File: src/rtl/alu_pkg.sv
// Widths shared by the 8-bit ALU and its downstream stages, so both sides
// agree on the result and opcode sizes.
package alu_pkg;
  localparam int RESULT_W = 16;
  localparam int OPCODE_W = 3;

  typedef logic [RESULT_W-1:0] result_t;
endpackage

File: src/rtl/alu_result_mem.sv
// DEPTH x DATA_W register array with one synchronous write port and one
// asynchronous read port; contents are intentionally not reset.
module alu_result_mem #(
  parameter int DEPTH  = 8,
  parameter int DATA_W = 16,
  parameter int AW     = $clog2(DEPTH)
) (
  input  logic              clk,
  input  logic              we,
  input  logic [AW-1:0]     waddr,
  input  logic [DATA_W-1:0] wdata,
  input  logic [AW-1:0]     raddr,
  output logic [DATA_W-1:0] rdata
);
  logic [DATA_W-1:0] mem [DEPTH];

  always_ff @(posedge clk) begin
    if (we) mem[waddr] <= wdata;
  end

  assign rdata = mem[raddr];
endmodule

File: src/rtl/alu_result_buffer.sv
// FWFT result FIFO behind the ALU: captures opVld-qualified results, serves a
// valid/ready consumer, reports occupancy and a sticky overflow.
// Optional running sum of pushed results: define ALU_RESULT_SUM_EN.
module alu_result_buffer
  import alu_pkg::*;
#(
  parameter int DEPTH  = 8,
  parameter int DATA_W = RESULT_W,
  parameter int CNT_W  = $clog2(DEPTH) + 1
) (
  input  logic              clk,
  input  logic              reset,
  input  logic [DATA_W-1:0] res_in,
  input  logic              res_vld,
  output logic [DATA_W-1:0] dout,
  output logic              dout_vld,
  input  logic              dout_rdy,
  output logic [CNT_W-1:0]  count,
  output logic              full,
  output logic              empty,
  output logic              overflow
`ifdef ALU_RESULT_SUM_EN
  ,
  output logic [DATA_W+7:0] sum_out
`endif
);
  localparam int AW = $clog2(DEPTH);
  localparam logic [AW-1:0]    PTR_ONE = AW'(1);
  localparam logic [CNT_W-1:0] CNT_ONE = CNT_W'(1);
  localparam logic [CNT_W-1:0] CNT_MAX = CNT_W'(DEPTH);

  logic [AW-1:0]     wr_ptr;
  logic [AW-1:0]     rd_ptr;
  logic [DATA_W-1:0] rdata;
  logic              push;
  logic              pop;

  assign empty    = (count == '0);
  assign full     = (count == CNT_MAX);
  assign dout_vld = !empty;
  assign dout     = empty ? '0 : rdata;
  assign pop      = dout_vld && dout_rdy;
  // A full FIFO still accepts a result when the head leaves in the same cycle.
  assign push     = res_vld && (!full || pop);

  alu_result_mem #(
    .DEPTH  (DEPTH),
    .DATA_W (DATA_W),
    .AW     (AW)
  ) u_mem (
    .clk   (clk),
    .we    (push),
    .waddr (wr_ptr),
    .wdata (res_in),
    .raddr (rd_ptr),
    .rdata (rdata)
  );

  always_ff @(posedge clk) begin
    if (reset) begin
      wr_ptr   <= '0;
      rd_ptr   <= '0;
      count    <= '0;
      overflow <= 1'b0;
    end else begin
      if (push) wr_ptr <= wr_ptr + PTR_ONE;
      if (pop)  rd_ptr <= rd_ptr + PTR_ONE;
      case ({push, pop})
        2'b10:   count <= count + CNT_ONE;
        2'b01:   count <= count - CNT_ONE;
        default: count <= count;
      endcase
      if (res_vld && full && !pop) overflow <= 1'b1;
    end
  end

`ifdef ALU_RESULT_SUM_EN
  always_ff @(posedge clk) begin
    if (reset)     sum_out <= '0;
    else if (push) sum_out <= sum_out + {8'h00, res_in};
  end
`endif
endmodule

File: config.mk
export PLATFORM = sky130hd
export DESIGN_NAME = alu_result_buffer
export DESIGN_NICKNAME = d
export VERILOG_FILES = /design/src/rtl/alu_pkg.sv /design/src/rtl/alu_result_mem.sv /design/src/rtl/alu_result_buffer.sv
export SDC_FILE = /design/constraint.sdc
export NUM_CORES = 1
export LEC_CHECK = 0
export ABC_CLOCK_PERIOD_IN_PS = 5500
export CORE_MARGIN = 2
export CORE_UTILIZATION = 45
export CTS_CLUSTER_DIAMETER = 100
export DETAILED_ROUTE_END_ITERATION = 12
export PLACE_DENSITY = 0.68
export SLEW_MARGIN = 5
export SYNTH_ARGS = -nofsm -noshare
export SYNTH_HDL_FRONTEND = slang
export SYNTH_SLANG_ARGS = --single-unit
export TNS_END_PERCENT = 5
File: constraint.sdc
create_clock -name clk -period 5.5 [get_ports clk]
set_input_delay 0.55 -clock clk [delete_from_list [all_inputs] [get_ports clk]]
set_output_delay 0.55 -clock clk [all_outputs]
set_load 0.005 [all_outputs]
## After elaboration in Yosys (flattened, before gate mapping)

Memories as Yosys holds them, arrays and structs flattened. A register that Yosys moved wholly into a read port is not among the register bits.
Cells that the tools add are included.

| word-level totals | value |
|---|---|
| memories kept | 1 |
| memory bits (writable) | 128 |
| output and inout port bits | 24 |
| register bits | 11 |
| logic and storage cells | 28 |

| operators by class | value |
|---|---|
| equal/unequal tests | 3 |
| mux-type cells | 6 |
| add/subtract/negate cells | 4 |
| reductions and logical operators | 10 |

Memories:

| memory | words | bits a word | rd ports | clocked after memory_dff | write ports | RTL line | source |
|---|---|---|---|---|---|---|---|
| u_mem.mem | 8 | 16 | 1 | 1 | 1 | alu_result_mem.sv:15 | `logic [DATA_W-1:0] mem [DEPTH];` |

Operators by type and width:

| operator | number |
|---|---|
| 16-bit two-way mux | 1 |
| 4-bit case mux with 2 select lines | 1 |
| 3-bit by 1-bit adder with 3-bit output, second input constant | 2 |
| 3-bit two-way mux | 2 |
| 4-bit by 1-bit adder with 4-bit output, second input constant | 1 |
| 4-bit == test, second input constant | 1 |
| 1-bit logical AND | 4 |
| 4-bit logical NOT | 1 |
| 4-bit by 1-bit subtractor with 4-bit output, second input constant | 1 |
| 1-bit logical NOT | 3 |
| 2-bit by 1-bit == test with 1-bit output, second input constant | 1 |
| 2-bit == test, second input constant | 1 |
| 1-bit two-way mux | 2 |
| 2-bit nonzero test | 1 |
| 1-bit logical OR | 1 |

## Depth between registers and ports, before layout

| depth | value |
|---|---|
| depth in word-level cells | 7 |
| mapped depth | 10 |
| gate-level depth less buffers | 8 |

## Cells and area by module

From an unflattened synthesis, not the netlist that was laid out.

| second synthesis, totals | value |
|---|---|
| cell total of the unflattened synthesis | 289 |
| area total of the unflattened synthesis | 5721.7 um^2 |

Modules (own cells, without submodules):

| module | area each (um^2) | times used | cells each |
|---|---|---|---|
| alu_result_mem | 4973.5 | 1 | 198 |
| alu_result_buffer | 748.2 | 1 | 91 |

## Worst setup path before layout

No wires, ideal clock.

| timing path | value |
|---|---|
| path type | flip-flop to flip-flop |
| start point | register count[2] |
| end point | memory u_mem.mem[0][0] (enable) |
| setup time | 409 ps |
| cell stages (with the launch flop) | 6 |
| slack | 2825 ps |
| arrival | 2266 ps |
| path through | dfxtp_1 -> buf_2 -> or4b_1 -> o21ai_2 -> or2_2 -> nor3_1 |

| on the way | value |
|---|---|
| longest elaborated chain between the ends | 7 |
| elaborated cells between the ends (all ways) | 9 |
| those cells by class | eq/ne (1); mux (2); reduce/logical (6) |

Ends and longest elaborated chain:

| item | RTL line | source |
|---|---|---|
| start: declaration | alu_result_buffer.sv:18 | `output logic [CNT_W-1:0] count,` |
| start signal: assignment | alu_result_buffer.sv:69 | `2'b10: count <= count + CNT_ONE;` |
| start signal: assignment | alu_result_buffer.sv:70 | `2'b01: count <= count - CNT_ONE;` |
| start signal: assignment | alu_result_buffer.sv:71 | `default: count <= count;` |
| 4-bit logical NOT | alu_result_buffer.sv:38 | `assign empty = (count == '0);` |
| 1-bit logical NOT | alu_result_buffer.sv:40 | `assign dout_vld = !empty;` |
| 1-bit logical AND | alu_result_buffer.sv:42 | `assign pop = dout_vld && dout_rdy;` |
| 1-bit logical OR (*) | alu_result_buffer.sv:44 | `assign push = res_vld && (!full \|\| pop);` |
| 1-bit logical AND (*) | alu_result_buffer.sv:44 |  |
| 1-bit two-way mux (*) | alu_result_mem.sv:18 | `if (we) mem[waddr] <= wdata;` |
| 1-bit two-way mux (not written as such) (*) | alu_result_mem.sv:18 |  |
| end: declaration | alu_result_mem.sv:15 |  |

Every way passes the cells marked *; elsewhere a longest branch is shown, timed or not.

==> metrics <==
hold path startpoint=overflow; # hold bufs at CTS=0; pwr dens=449.6 mW/mm^2; dpl cell area=0.006267 sq mm; fraction of layout cells with a size suffix above 1=22.04%; syn_nets=317; Die Height=115.8 um; RSZ-0062 raised after global routing=false; post-synth design cell area=0.005622 sq mm; largest net degree at the start of global routing=33; FF-to-FF Start=count[2]; CTS buffer count=17; CP max FO=26; Area growth, synth to finish=21.77%; post-layout minimum cycle time=3.232 ns; commonest non-fill, non-tap cells in the layout=edfxtp_1 (128), clkdlybuf4s50_1 (43), nor2_1 (36); crit start category=register; fin crit share=58.77%; CP peak stage delay=0.58 ns; Die W=115.8 um; GRT Util Overall=17.18%; most common cell after layout, fill and taps aside=edfxtp_1; maximum clock frequency=309.4 MHz; Hold Path Cell Cnt=2; core area=0.01211 sq mm; outcome=finished, final reports clean; fin area=0.006845 sq mm; post-CTS setup buffers=0; total gr overflow=0; clock root buffer=clkbuf_16; Yosys cell types=32; Hold Vio Cnt, Final=0; vias in the first global route=2886; DR WL/cell=19.44 um; CTS sink cnt=142; Ports=44; P_leak=2.178 nW; clk buf depth=2; Antenna Nets Post-Route=0; Seq/Total Area, Yosys=73.36%; Vias/cell=5.305; Max Slew Vio Count=0; die area=0.01340 sq mm; initial antenna violation count=0; Setup violations, final=0; DRC viols=0; Worst Hold End=overflow; endpoint of the worst register-to-register path=u_mem.mem[6][3]; Clock Skews=0.005678 ns; slowest CP cell=mux4_2; routability cong.=0.7470; first-pass GRT wire length=16.14 mm; TritonCTS clock tree=done; R2R depth=5; Hold WS=0.4881 ns; row cnt=40; critical path type=reg -> out; maxcap violations=0; Starting Density=46.42%; post-detail-place hpwl=6.231 mm; Critical Path RT=4.95 ns; clock latency on the worst-skew pair=0.42 ns; post-CTS sizing=0; Synth Instances=294; actual slew at the worst max-slew pin=0.8888 ns; antenna fix cells=0; YS warnings=0; DR vias=2817; cell family with most CP delay=buffers and inverters; first-pass iteration count of the detailed router=4; setup slack at placement=2.571 ns; Buffers on Ports=43; H-tree levels=4; Avg Cell Area, Syn=19.12 sq um; DRT iter0 DRCs=250; post-route setup slack=2.268 ns; Worst EP arrival=2.68 ns; Net count, final=373; number of synthesized register bits=142; Setup TNS Final=0 ns; DRT Wirelength=10.32 mm; worst min path class=reg -> reg; reg2reg setup slack=3.01 ns; Synth area leaders=edfxtp_1 (68%), mux4_2 (13%), dfxtp_1 (5.0%); Peak supply drop=0.2304 mV; slew margin rel.=40.42%; Worst Path Buf+Inv=2; crit path cell chain=buf_4, mux4_2, mux2i_1, nor2_1, clkdlybuf4s50_1; Finished Core Util=56.52%; top cell type by total area after synthesis=edfxtp_1; Clock Pin Slew Worst Setup and Hold Paths=0.06 ns; Worst setup EP type=output pin; Yosys top cell area share=68.37%
-- cells in the mapped netlist (all sizes together) --
cell type / count
a2111oi: 1
a211oi: 1
a21oi: 4
a221oi: 1
buf: 11
clkbuf: 6
clkinv: 1
dfxtp: 14
edfxtp: 128
ha: 3
inv: 2
mux2i: 19
mux4: 32
nand2: 7
nand2b: 3
nand3: 3
nor2: 36
nor2b: 2
nor3: 4
nor4b: 1
o211ai: 2
o21ai: 1
o221ai: 1
o311a: 1
o41ai: 1
or2: 1
or4: 1
or4b: 1
xnor2: 3
xor2: 3
-- flip-flops by register name, summed over array words and instances, names as in the netlist, named ones only --
register   cells
u_mem.mem    128
count          4
rd_ptr         3
overflow       1
wr_ptr         3
-- power by group --
part	total (mW)	switching, mW	internal (mW)
clock	1.11	0.412	0.700
sequential	1.27	0.0523	1.22
combinational	0.695	0.302	0.393
-- layer usage --
metal / GRT usage (%) / wire [um] / up-vias
met1: 23.25 / 4436 / 1444
met4: 6.429 / 157 / 0
met3: 5.282 / 554 / 18
met5: 0 / 0 / -
met2: 26.55 / 5172 / 74
li1: - / - / 1281
-- through the flow --
stage	power, mW	cells
after floorplan	1.725	294
after global placement	1.993	499
after detailed placement	2.003	499
after CTS	3.109	531
after global routing	3.217	531
final	3.078	531
-- cell type report --
class | instances | area [sq um]
fillers | 951 | 5266
flip-flops and latches | 142 | 4125
multi-input cells | 132 | 1408
repair buffers | 54 | 513.0
clock buffers | 17 | 425.4
well taps | 168 | 210.2
clock inverters | 15 | 152.6
inverters | 3 | 11.26
-- logic make-up (layout without fill, tap and decap cells) --
logic type	count (synthesis)	after routing	synth area share [%]
buf+inv	20	89	1.780
simple gates	59	59	4.696
compound gates	13	13	2.359
fa+ha+maj	3	3	0.6678
mux	51	51	16.20
xor+xnor	6	6	0.9350
flops	142	142	73.36
-- worst max path at each step --
stage                           end  depth (start not counted)  slack [ns]
global placement           count[2]                          9        2.62
detailed placement         count[2]                          9        2.57
floorplan           u_mem.mem[0][0]                          5        2.82
global route                dout[3]                          4        2.05
CTS                         dout[1]                          5        2.18
finish                     dout[12]                          5        2.27
-- tightest hold or removal path: stages (launching register included) --
cell and delay (ns):
dfxtp_1 0.33, a21oi_1 0.05, nor2_1 0.08
No activity file was read; power rests on OpenSTA's default activity.
